## src/rtl/qam16_tx_mod.sv

```systemverilog
// qam16_tx_mod -- QAM-16 transmit modulator.
//
// Accepts one 4-bit symbol per start strobe, Gray-maps each 2-bit field to
// an I/Q level (+-A, +-3A), then rotates the point by the current NCO phase
// with a 2^COUNT_WIDTH-iteration rotation-mode CORDIC. The phase accumulator
// advances by freq_word once per accepted symbol. CORDIC gain (~1.6468) is
// left uncompensated on purpose; the receiver AGC absorbs it.
//
// Ports:
//   clk, rst_n  : clock (rising edge), asynchronous active-low reset
//   start       : symbol strobe, accepted only while busy=0
//   symbol[3:0] : [3:2] selects I level, [1:0] selects Q level
//   freq_word   : phase increment per accepted symbol, sampled at accept
//   phase_clr   : clears the phase accumulator, honoured only when idle
//   x_out/y_out : rotated sample, registered, held between ready pulses
//   ready       : one-cycle pulse, x_out/y_out updated
//   busy        : high from the cycle after accept through the ready cycle
module qam16_tx_mod #(
   parameter int width_data  = 16,
   parameter int width_reg   = 18,
   parameter int COUNT_WIDTH = 4,
   parameter int AMP         = 2048
) (
   input  logic                  clk,
   input  logic                  rst_n,
   input  logic                  start,
   input  logic [3:0]            symbol,
   input  logic [width_data-1:0] freq_word,
   input  logic                  phase_clr,
   output logic [width_data-1:0] x_out,
   output logic [width_data-1:0] y_out,
   output logic                  ready,
   output logic                  busy
);

   localparam int GUARD = width_reg - width_data;
   localparam int N     = 1 << COUNT_WIDTH;

   // Quarter and half turn in accumulator units.
   localparam logic [width_data-1:0] QTR  = width_data'(1) << (width_data - 2);
   localparam logic [width_data-1:0] HALF = width_data'(1) << (width_data - 1);

   // Levels carried with GUARD extra LSBs so the per-iteration shifts lose
   // less precision; they are dropped again when the result is registered.
   localparam logic signed [width_reg-1:0] LVL1 = width_reg'(AMP) <<< GUARD;
   localparam logic signed [width_reg-1:0] LVL3 = width_reg'(3 * AMP) <<< GUARD;

   typedef enum logic [1:0] {IDLE, LOAD, ITER, DONE} state_t;

   typedef struct packed {
      logic [3:0]            symbol;
      logic [width_data-1:0] freq_word;
   } sym_req_t;

   state_t                      state, state_nx;
   sym_req_t                    req_q;
   logic [COUNT_WIDTH-1:0]      cnt;
   logic [width_data-1:0]       acc;
   logic signed [width_reg-1:0] x_r, y_r, z_r;
   logic signed [width_reg-1:0] x_nx, y_nx, z_nx, x_sh, y_sh, at;
   logic signed [width_reg-1:0] x_ld, y_ld, z_ld, i_lv, q_lv;
   logic [width_data-1:0]       res;
   logic                        last;

   function automatic logic signed [width_reg-1:0] gray_lvl(input logic [1:0] b);
      case (b)
         2'b00:   gray_lvl = -LVL3;
         2'b01:   gray_lvl = -LVL1;
         2'b11:   gray_lvl = LVL1;
         default: gray_lvl = LVL3;
      endcase
   endfunction

   // atan(2^-i) in units of 2^-16 turn.
   function automatic int atan_lut(input int i);
      case (i)
         0:       atan_lut = 8192;
         1:       atan_lut = 4836;
         2:       atan_lut = 2555;
         3:       atan_lut = 1297;
         4:       atan_lut = 651;
         5:       atan_lut = 326;
         6:       atan_lut = 163;
         7:       atan_lut = 81;
         8:       atan_lut = 41;
         9:       atan_lut = 20;
         10:      atan_lut = 10;
         11:      atan_lut = 5;
         12:      atan_lut = 3;
         13:      atan_lut = 1;
         14:      atan_lut = 1;
         default: atan_lut = 0;
      endcase
   endfunction

   assign last = (cnt == COUNT_WIDTH'(N - 1));

   // ---------------- FSM: state register ----------------
   always_ff @(posedge clk or negedge rst_n) begin
      if (!rst_n) state <= IDLE;
      else        state <= state_nx;
   end

   // ---------------- FSM: next state ----------------
   always_comb begin
      state_nx = state;
      case (state)
         IDLE:    if (start) state_nx = LOAD;
         LOAD:    state_nx = ITER;
         ITER:    if (last) state_nx = DONE;
         DONE:    state_nx = IDLE;
         default: state_nx = IDLE;
      endcase
   end

   // ---------------- FSM: outputs ----------------
   always_comb begin
      ready = (state == DONE);
      busy  = (state != IDLE);
   end

   // Quadrant pre-rotation: fold the phase into [0, quarter turn) by an
   // exact multiple of 90 degrees so the CORDIC only handles the residual.
   always_comb begin
      i_lv = gray_lvl(req_q.symbol[3:2]);
      q_lv = gray_lvl(req_q.symbol[1:0]);
      x_ld = i_lv;
      y_ld = q_lv;
      res  = acc;
      case (acc[width_data-1 -: 2])
         2'b01: begin x_ld = -q_lv; y_ld = i_lv;  res = acc - QTR;  end
         2'b10: begin x_ld = -i_lv; y_ld = -q_lv; res = acc - HALF; end
         2'b11: begin x_ld = q_lv;  y_ld = -i_lv; res = acc + QTR;  end
         default: ;
      endcase
      z_ld = {{GUARD{res[width_data-1]}}, res};
   end

   // One CORDIC micro-rotation; direction follows the sign of the residual.
   always_comb begin
      x_sh = x_r >>> cnt;
      y_sh = y_r >>> cnt;
      at   = width_reg'(atan_lut(int'(cnt)));
      if (!z_r[width_reg-1]) begin
         x_nx = x_r - y_sh;
         y_nx = y_r + x_sh;
         z_nx = z_r - at;
      end else begin
         x_nx = x_r + y_sh;
         y_nx = y_r - x_sh;
         z_nx = z_r + at;
      end
   end

   // ---------------- datapath ----------------
   always_ff @(posedge clk or negedge rst_n) begin
      if (!rst_n) begin
         req_q <= '0;
         acc   <= '0;
         cnt   <= '0;
         x_r   <= '0;
         y_r   <= '0;
         z_r   <= '0;
         x_out <= '0;
         y_out <= '0;
      end else begin
         case (state)
            IDLE: begin
               // Clear lands before the accept, so a simultaneous start sees phase 0.
               if (phase_clr) acc <= '0;
               if (start) begin
                  req_q.symbol    <= symbol;
                  req_q.freq_word <= freq_word;
               end
            end
            LOAD: begin
               acc <= acc + req_q.freq_word;
               cnt <= '0;
               x_r <= x_ld;
               y_r <= y_ld;
               z_r <= z_ld;
            end
            ITER: begin
               x_r <= x_nx;
               y_r <= y_nx;
               z_r <= z_nx;
               cnt <= cnt + COUNT_WIDTH'(1);
               // Capture the final rotation directly so the sample is valid in DONE.
               if (last) begin
                  x_out <= x_nx[GUARD +: width_data];
                  y_out <= y_nx[GUARD +: width_data];
               end
            end
            default: ;
         endcase
      end
   end

endmodule

```

## config.mk

```make
export PLATFORM = sky130hd
export DESIGN_NAME = qam16_tx_mod
export DESIGN_NICKNAME = d
export VERILOG_FILES = /design/src/rtl/qam16_tx_mod.sv
export SDC_FILE = /design/constraint.sdc
export NUM_CORES = 1
export LEC_CHECK = 0
export CAP_MARGIN = 10
export CORE_AREA = 2 2 126 189
export DETAILED_ROUTE_END_ITERATION = 8
export DIE_AREA = 0 0 128 191
export GPL_ROUTABILITY_DRIVEN = 0
export GPL_TIMING_DRIVEN = 0
export PLACE_DENSITY = 0.73
export SYNTH_ARGS = -nofsm -noshare
export SYNTH_HDL_FRONTEND = slang
export SYNTH_SLANG_ARGS = --single-unit
```

## constraint.sdc

```tcl
create_clock -name clk -period 6.2 [get_ports clk]
set_input_delay 1.24 -clock clk [delete_from_list [all_inputs] [get_ports clk]]
set_output_delay 1.24 -clock clk [all_outputs]
set_load 0.005 [all_outputs]
```

==> results of run 1 <==
per-stage QoR:
step	hold slack (ps)	TNS, ps	cells	utilization, %
after floorplan	473.3	0	1250	-
after global placement	462.0	-151740	1587	53.33
after detailed placement	469.0	0	1588	53.45
after CTS	482.2	0	1620	56.12
after global routing	505.4	0	1620	56.12
final	474.9	0	1620	56.12
cells in the final DEF (no fill, tap or decap), types with 7 or more instances in the layout:
| cell type | n |
|---|---|
| nand3_1 | 32 |
| or3_1 | 8 |
| clkbuf_16 | 17 |
| nor2_1 | 90 |
| dfrtp_1 | 128 |
| ha_1 | 85 |
| o21ai_1 | 7 |
| o22ai_1 | 29 |
| o21bai_1 | 7 |
| a21oi_1 | 90 |
| clkdlybuf4s50_1 | 56 |
| mux4_2 | 31 |
| o31ai_1 | 10 |
| mux2_2 | 41 |
| o31a_1 | 7 |
| xnor2_1 | 52 |
| nor3_1 | 23 |
| nor2b_1 | 12 |
| a31oi_1 | 21 |
| and2_1 | 9 |
| buf_1 | 10 |
| a211o_1 | 7 |
| mux2i_1 | 31 |
| clkbuf_1 | 40 |
| o21a_1 | 14 |
| xor2_1 | 45 |
| nand2_1 | 100 |
| a21o_1 | 23 |
| o21ai_0 | 80 |
| nand2b_1 | 14 |
| inv_1 | 63 |
| inv_6 | 7 |
| buf_2 | 9 |
| a211oi_1 | 7 |
| a22o_1 | 15 |
worst paths after layout:
kind	from	to	slack, ps	depth (start not counted)
worst max-delay path	cnt[2]$_DFFE_PN0P_	x_r[14]$_DFFE_PN0P_	190	20
worst min-delay path	x_out[7]$_DFFE_PN0P_	x_out[7]$_DFFE_PN0P_	470	2
worst max register to register	cnt[2]$_DFFE_PN0P_	x_r[14]$_DFFE_PN0P_	190	20
worst min register to register	x_out[7]$_DFFE_PN0P_	x_out[7]$_DFFE_PN0P_	470	2
max in group asynchronous	rst_n	z_r[2]$_DFFE_PN0P_	4690	2
min in group asynchronous	rst_n	y_out[4]$_DFFE_PN0P_	750	1
logic make-up after synthesis:
logic type / after synthesis
compound gates: 372
simple gates: 322
buf+inv: 134
flops: 128
mux: 108
xor+xnor: 97
fa+ha+maj: 89
final cells by class:
type	count	area share, %
clock buffers	17	3.324
clock inverters	15	1.437
well taps	280	2.738
flip-flops and latches	128	25.03
multi-input cells	988	58.45
plain buffers	66	2.346
inverters	68	1.995
repair buffers	58	4.683
per-layer routing:
metal / vias to the layer above / wire length, um / GRT usage, %
li1: 4738 / - / -
met1: 4961 / 12340 / 31.70
met2: 587 / 16990 / 50.00
met3: 204 / 2954 / 7.053
met4: 0 / 2892 / 22.57
met5: - / 0 / 0
flip-flops by register name (all words and copies together) (netlist names):
register	count
x_r	18
acc	16
y_out	16
x_out	16
state	2
z_r	18
y_r	18
cnt	4
req_q	20
tightest hold or removal path, delay by kind of cell (launching register included):
kind               cells  cell delay [ps]
DFF                    1              340
AOI/OAI and AO/OA      1               60
and+or+nand+nor        1               40
==> flow_summary.ini, run 1 <==
[yosys]
syn_inst = 1250
synth_compound_area_share_pct = 21.40
synth_adder_area_share_pct = 10.18
yosysUniqueCellTypes = 80
synthTopCellsByArea = dfrtp_1 (29%), ha_1 (9.5%), mux4_2 (6.2%), mux2_2 (4.1%), xnor2_1 (4.1%)
synth_commonest_cells = dfrtp_1 (128), nand2_1 (100), a21oi_1 (90), nor2_1 (90), ha_1 (85)
synth-simple-area-share_pct = 13.54
synth_mux_area_share_pct = 13.88
synth_xor_area_share_pct = 7.560
yosysMostFrequentCell = dfrtp_1
synth_top_family_by_area = compound AO/OA/AOI/OAI gates
synth-seq-cells = 128
synth_edf_count = 0
yosys_warnings = 0
synth_area_mm2 = 0.01124
ys_seq_area_share_pct = 28.50
syn_avg_cell_area_um2 = 8.991
synth_top_cell_by_area = dfrtp_1
synth_top_area_share_pct = 28.50
synth_ff_type = dfrtp_1
synth_nets = 1363
ys_async_sr_fraction_pct = 100.0

[placed_design]
numPortBuffers = 57
dp_hpwl_um = 26120
place_area_mm2 = 0.01219
dp_slack_ps = 545.2

[global_routing]
grt_pass1_vias = 10583
grt_pass1_wl_um = 55430
grt_max_degree = 77
overflow = 0
grt_antenna_before_repair = 0
grtUsageTotal_pct = 29.58

[hold_path]
worstHoldPathType = reg2reg

[worst_setup_path]
critPathRequiredTime_ps = 6500
crit_path_max_incr_delay_ps = 690
arrival_ps = 6310
setup.worst_path.class = reg2reg
crit_family = buffers and inverters
path_buf_inv = 7
cp_max_fo = 10
critPathSlowestCell = nor4_1
worstPathCellList = buf_2, clkbuf_1, buf_2, buf_1, buf_1, o21a_1, inv_1, ha_1, mux2_2, inv_1, fa_1, nor2b_1, o31a_1, o211ai_1, a21oi_1, nor4_1, o31ai_1, a211o_1, a31oi_1, a21oi_1
endpoint_kind = flip-flop
worstSetupStartpointType = flip-flop

[cts]
cts_buffers = 17
clkTransAtPathRegs_ps = 70
postCtsSetupBuffers = 0
ctsHtreeMaxLevel = 4
cts_max_path_buffers = 2
cts_resized = 0
cts_tree = yes
holdBufCountCts = 0
clock_sinks = 128
clk_latency_ps = 450
root_buffer = clkbuf_16

[sta]
maxSlewHeadroom_pct = 42.07
finalSetupViolCount = 0
drv_slew = 0
fin_crit_sh_pct = 96.94
fin_crit_ps = 6010
tightest_slew_ps = 869.0
hold_viol_final = 0
setup_ws_ps = 189.7
skew_ps = 12.15
grt_setup_unrepaired = false
fmax_mhz = 166.4

[die]
die_area_mm2 = 0.02445
die_height_um = 191
die_w_um = 128
pin_count = 58
initial_core_util_pct = 49.29
rows = 68
design.core.area_mm2 = 0.02280

[final_layout]
antenna_cells = 0
ff_latch_area_mm2 = 0.003203
multi_input_area_mm2 = 0.007480
fin_nets = 1440
fillers = 2021
syn_to_final_growth_pct = 13.87
design_area_mm2 = 0.01280
drive_above_1_share_pct = 10.67

[route]
num_vias = 10490
vias_per_cell = 6.475
routed_wl_um = 35180
drt_iter0_markers = 825
ant_nets = 0
post-route-drc-count = 0
drt-wirelength-per-cell_um = 21.72
first_pass_iters = 7

[outcome]
status = finished clean

[flow_run]
cap_violations = 0
Power of run 1 is left out: the tool's default activity adds up to more than one toggle a clock period on the data nets, which glitch-free logic cannot reach.
==> run 2, diff against run 1 <==
- RECOVER_POWER: not set -> 25
- clock period: 6.2 -> 5.9 ns (I/O delays scaled with it)
==> run 2 against run 1 <==
  * The run now ends with max-capacitance violations, max-slew violations left
  * Clock skew rose by 0.81 ps
  * Critical path depth did not move
  * Die area did not move
  * First-iteration DRC count rose by 0.85%
  * Final cell count did not move
  * Maximum frequency rose by 7.1%
  * Register-to-register slack improved by 99 ps
==> flow_summary.ini, run 2 (same netlist as run 1, synthesis figures left out) <==
[outcome]
status = finished with violations
violations = max-capacitance violations, max-slew violations

[route]
vias_per_cell = 6.473
routed_wl_um = 35190
first_pass_iters = 6
ant_nets = 0
drt_iter0_markers = 832
drt-wirelength-per-cell_um = 21.72
post-route-drc-count = 0
num_vias = 10487

[global_routing]
overflow = 0
grtUsageTotal_pct = 29.58
grt_pass1_vias = 10583
grt_antenna_before_repair = 0
grt_max_degree = 77
grt_pass1_wl_um = 55430

[sta]
fmax_mhz = 178.2
drv_slew = 131
maxSlewHeadroom_pct = -93.44
tightest_slew_ps = 2902
fin_crit_ps = 5611
fin_crit_sh_pct = 95.11
skew_ps = 12.96
grt_setup_unrepaired = false
hold_viol_final = 0
finalSetupViolCount = 0

[final_layout]
drive_above_1_share_pct = 10.75
largest_reg_flops = 20
mostFrequentLayoutCells = dfrtp_1 (128), nand2_1 (100), a21oi_1 (90), nor2_1 (90), ha_1 (85)
design_area_mm2 = 0.01278
fin_nets = 1440
antenna_cells = 0
regMostFlops = req_q
syn_to_final_growth_pct = 13.68
mostFrequentLayoutCell = dfrtp_1

[cts]
root_buffer = clkbuf_16
postCtsSetupBuffers = 0
clk_latency_ps = 450
holdBufCountCts = 0
cts_tree = yes
clock_sinks = 128
cts_buffers = 17
ctsHtreeMaxLevel = 4
clkTransAtPathRegs_ps = 70
cts_max_path_buffers = 2
cts_resized = 0

[worst_setup_path]
setup.worst_path.class = reg2reg
endpoint_kind = flip-flop
arrival_ps = 5920
cp_max_fo = 10
reg2reg_depth = 20
critPathRequiredTime_ps = 6210
worstSetupStartpointType = flip-flop

[placed_design]
numPortBuffers = 57
dp_hpwl_um = 26120
place_area_mm2 = 0.01219

[die]
pin_count = 58
die_w_um = 128
initial_core_util_pct = 49.29
rows = 68
die_height_um = 191
die_area_mm2 = 0.02445
design.core.area_mm2 = 0.02280

[hold_path]
worstHoldPathType = reg2reg
hold_depth = 2

[flow_run]
cap_violations = 2
[run 2: layout make-up]
class,instances,area [um^2]
Buffer,66,301.5
Clock buffer,17,425.4
Clock inverter,15,183.9
Fill cell,2025,10030
Inverter,68,255.2
Multi-Input combinational cell,988,7487
Sequential cell,128,3203
Tap cell,280,350.3
Timing Repair Buffer,58,569.3
[run 2: worst max-delay path, stage by stage (launching register included)]
cell and delay [ps]:
dfrtp_1 310, buf_2 200, clkbuf_1 520, buf_2 370, buf_1 460, clkbuf_2 360
o21a_1 230, inv_1 60, ha_1 290, mux2_2 280, inv_1 80, fa_1 220
nor2b_1 70, o31a_1 280, o211ai_1 260, a21oi_1 170, nor4_2 490, o31ai_1 160
a211o_1 380, a31oi_1 190, a21oi_1 80
[run 2: through the flow]
stage	setup WS, ps	hold slack (ps)	TNS, ps	util [%]	std cells
finish	288.7	475.3	0	56.03	1620
detailed placement	245.2	469.0	0	53.45	1588
CTS	142.8	482.2	0	56.12	1620
floorplan	1361	473.3	0	-	1250
global route	40.98	505.4	0	56.03	1620
global placement	-1440	462.0	-182460	53.33	1587
[run 2: worst paths after layout]
path | startpoint | endpoint | slack (ps)
min in group asynchronous | rst_n | y_out[4]$_DFFE_PN0P_ | 1660
max in group asynchronous | rst_n | z_r[2]$_DFFE_PN0P_ | 1170
hold / removal | x_out[7]$_DFFE_PN0P_ | x_out[7]$_DFFE_PN0P_ | 480
setup reg to reg | cnt[2]$_DFFE_PN0P_ | x_r[14]$_DFFE_PN0P_ | 290
setup / recovery | cnt[2]$_DFFE_PN0P_ | x_r[14]$_DFFE_PN0P_ | 290
hold reg to reg | x_out[7]$_DFFE_PN0P_ | x_out[7]$_DFFE_PN0P_ | 480
[run 2: layer usage]
metal	track usage (%)	vias to the layer above	part of all wire [%]
li1	-	4734	-
met1	31.70	4952	35
met2	50.00	586	48
met3	7.053	215	8.3
met4	22.57	0	8.3
met5	0	-	0
Power of run 2 is left out for the same reason.
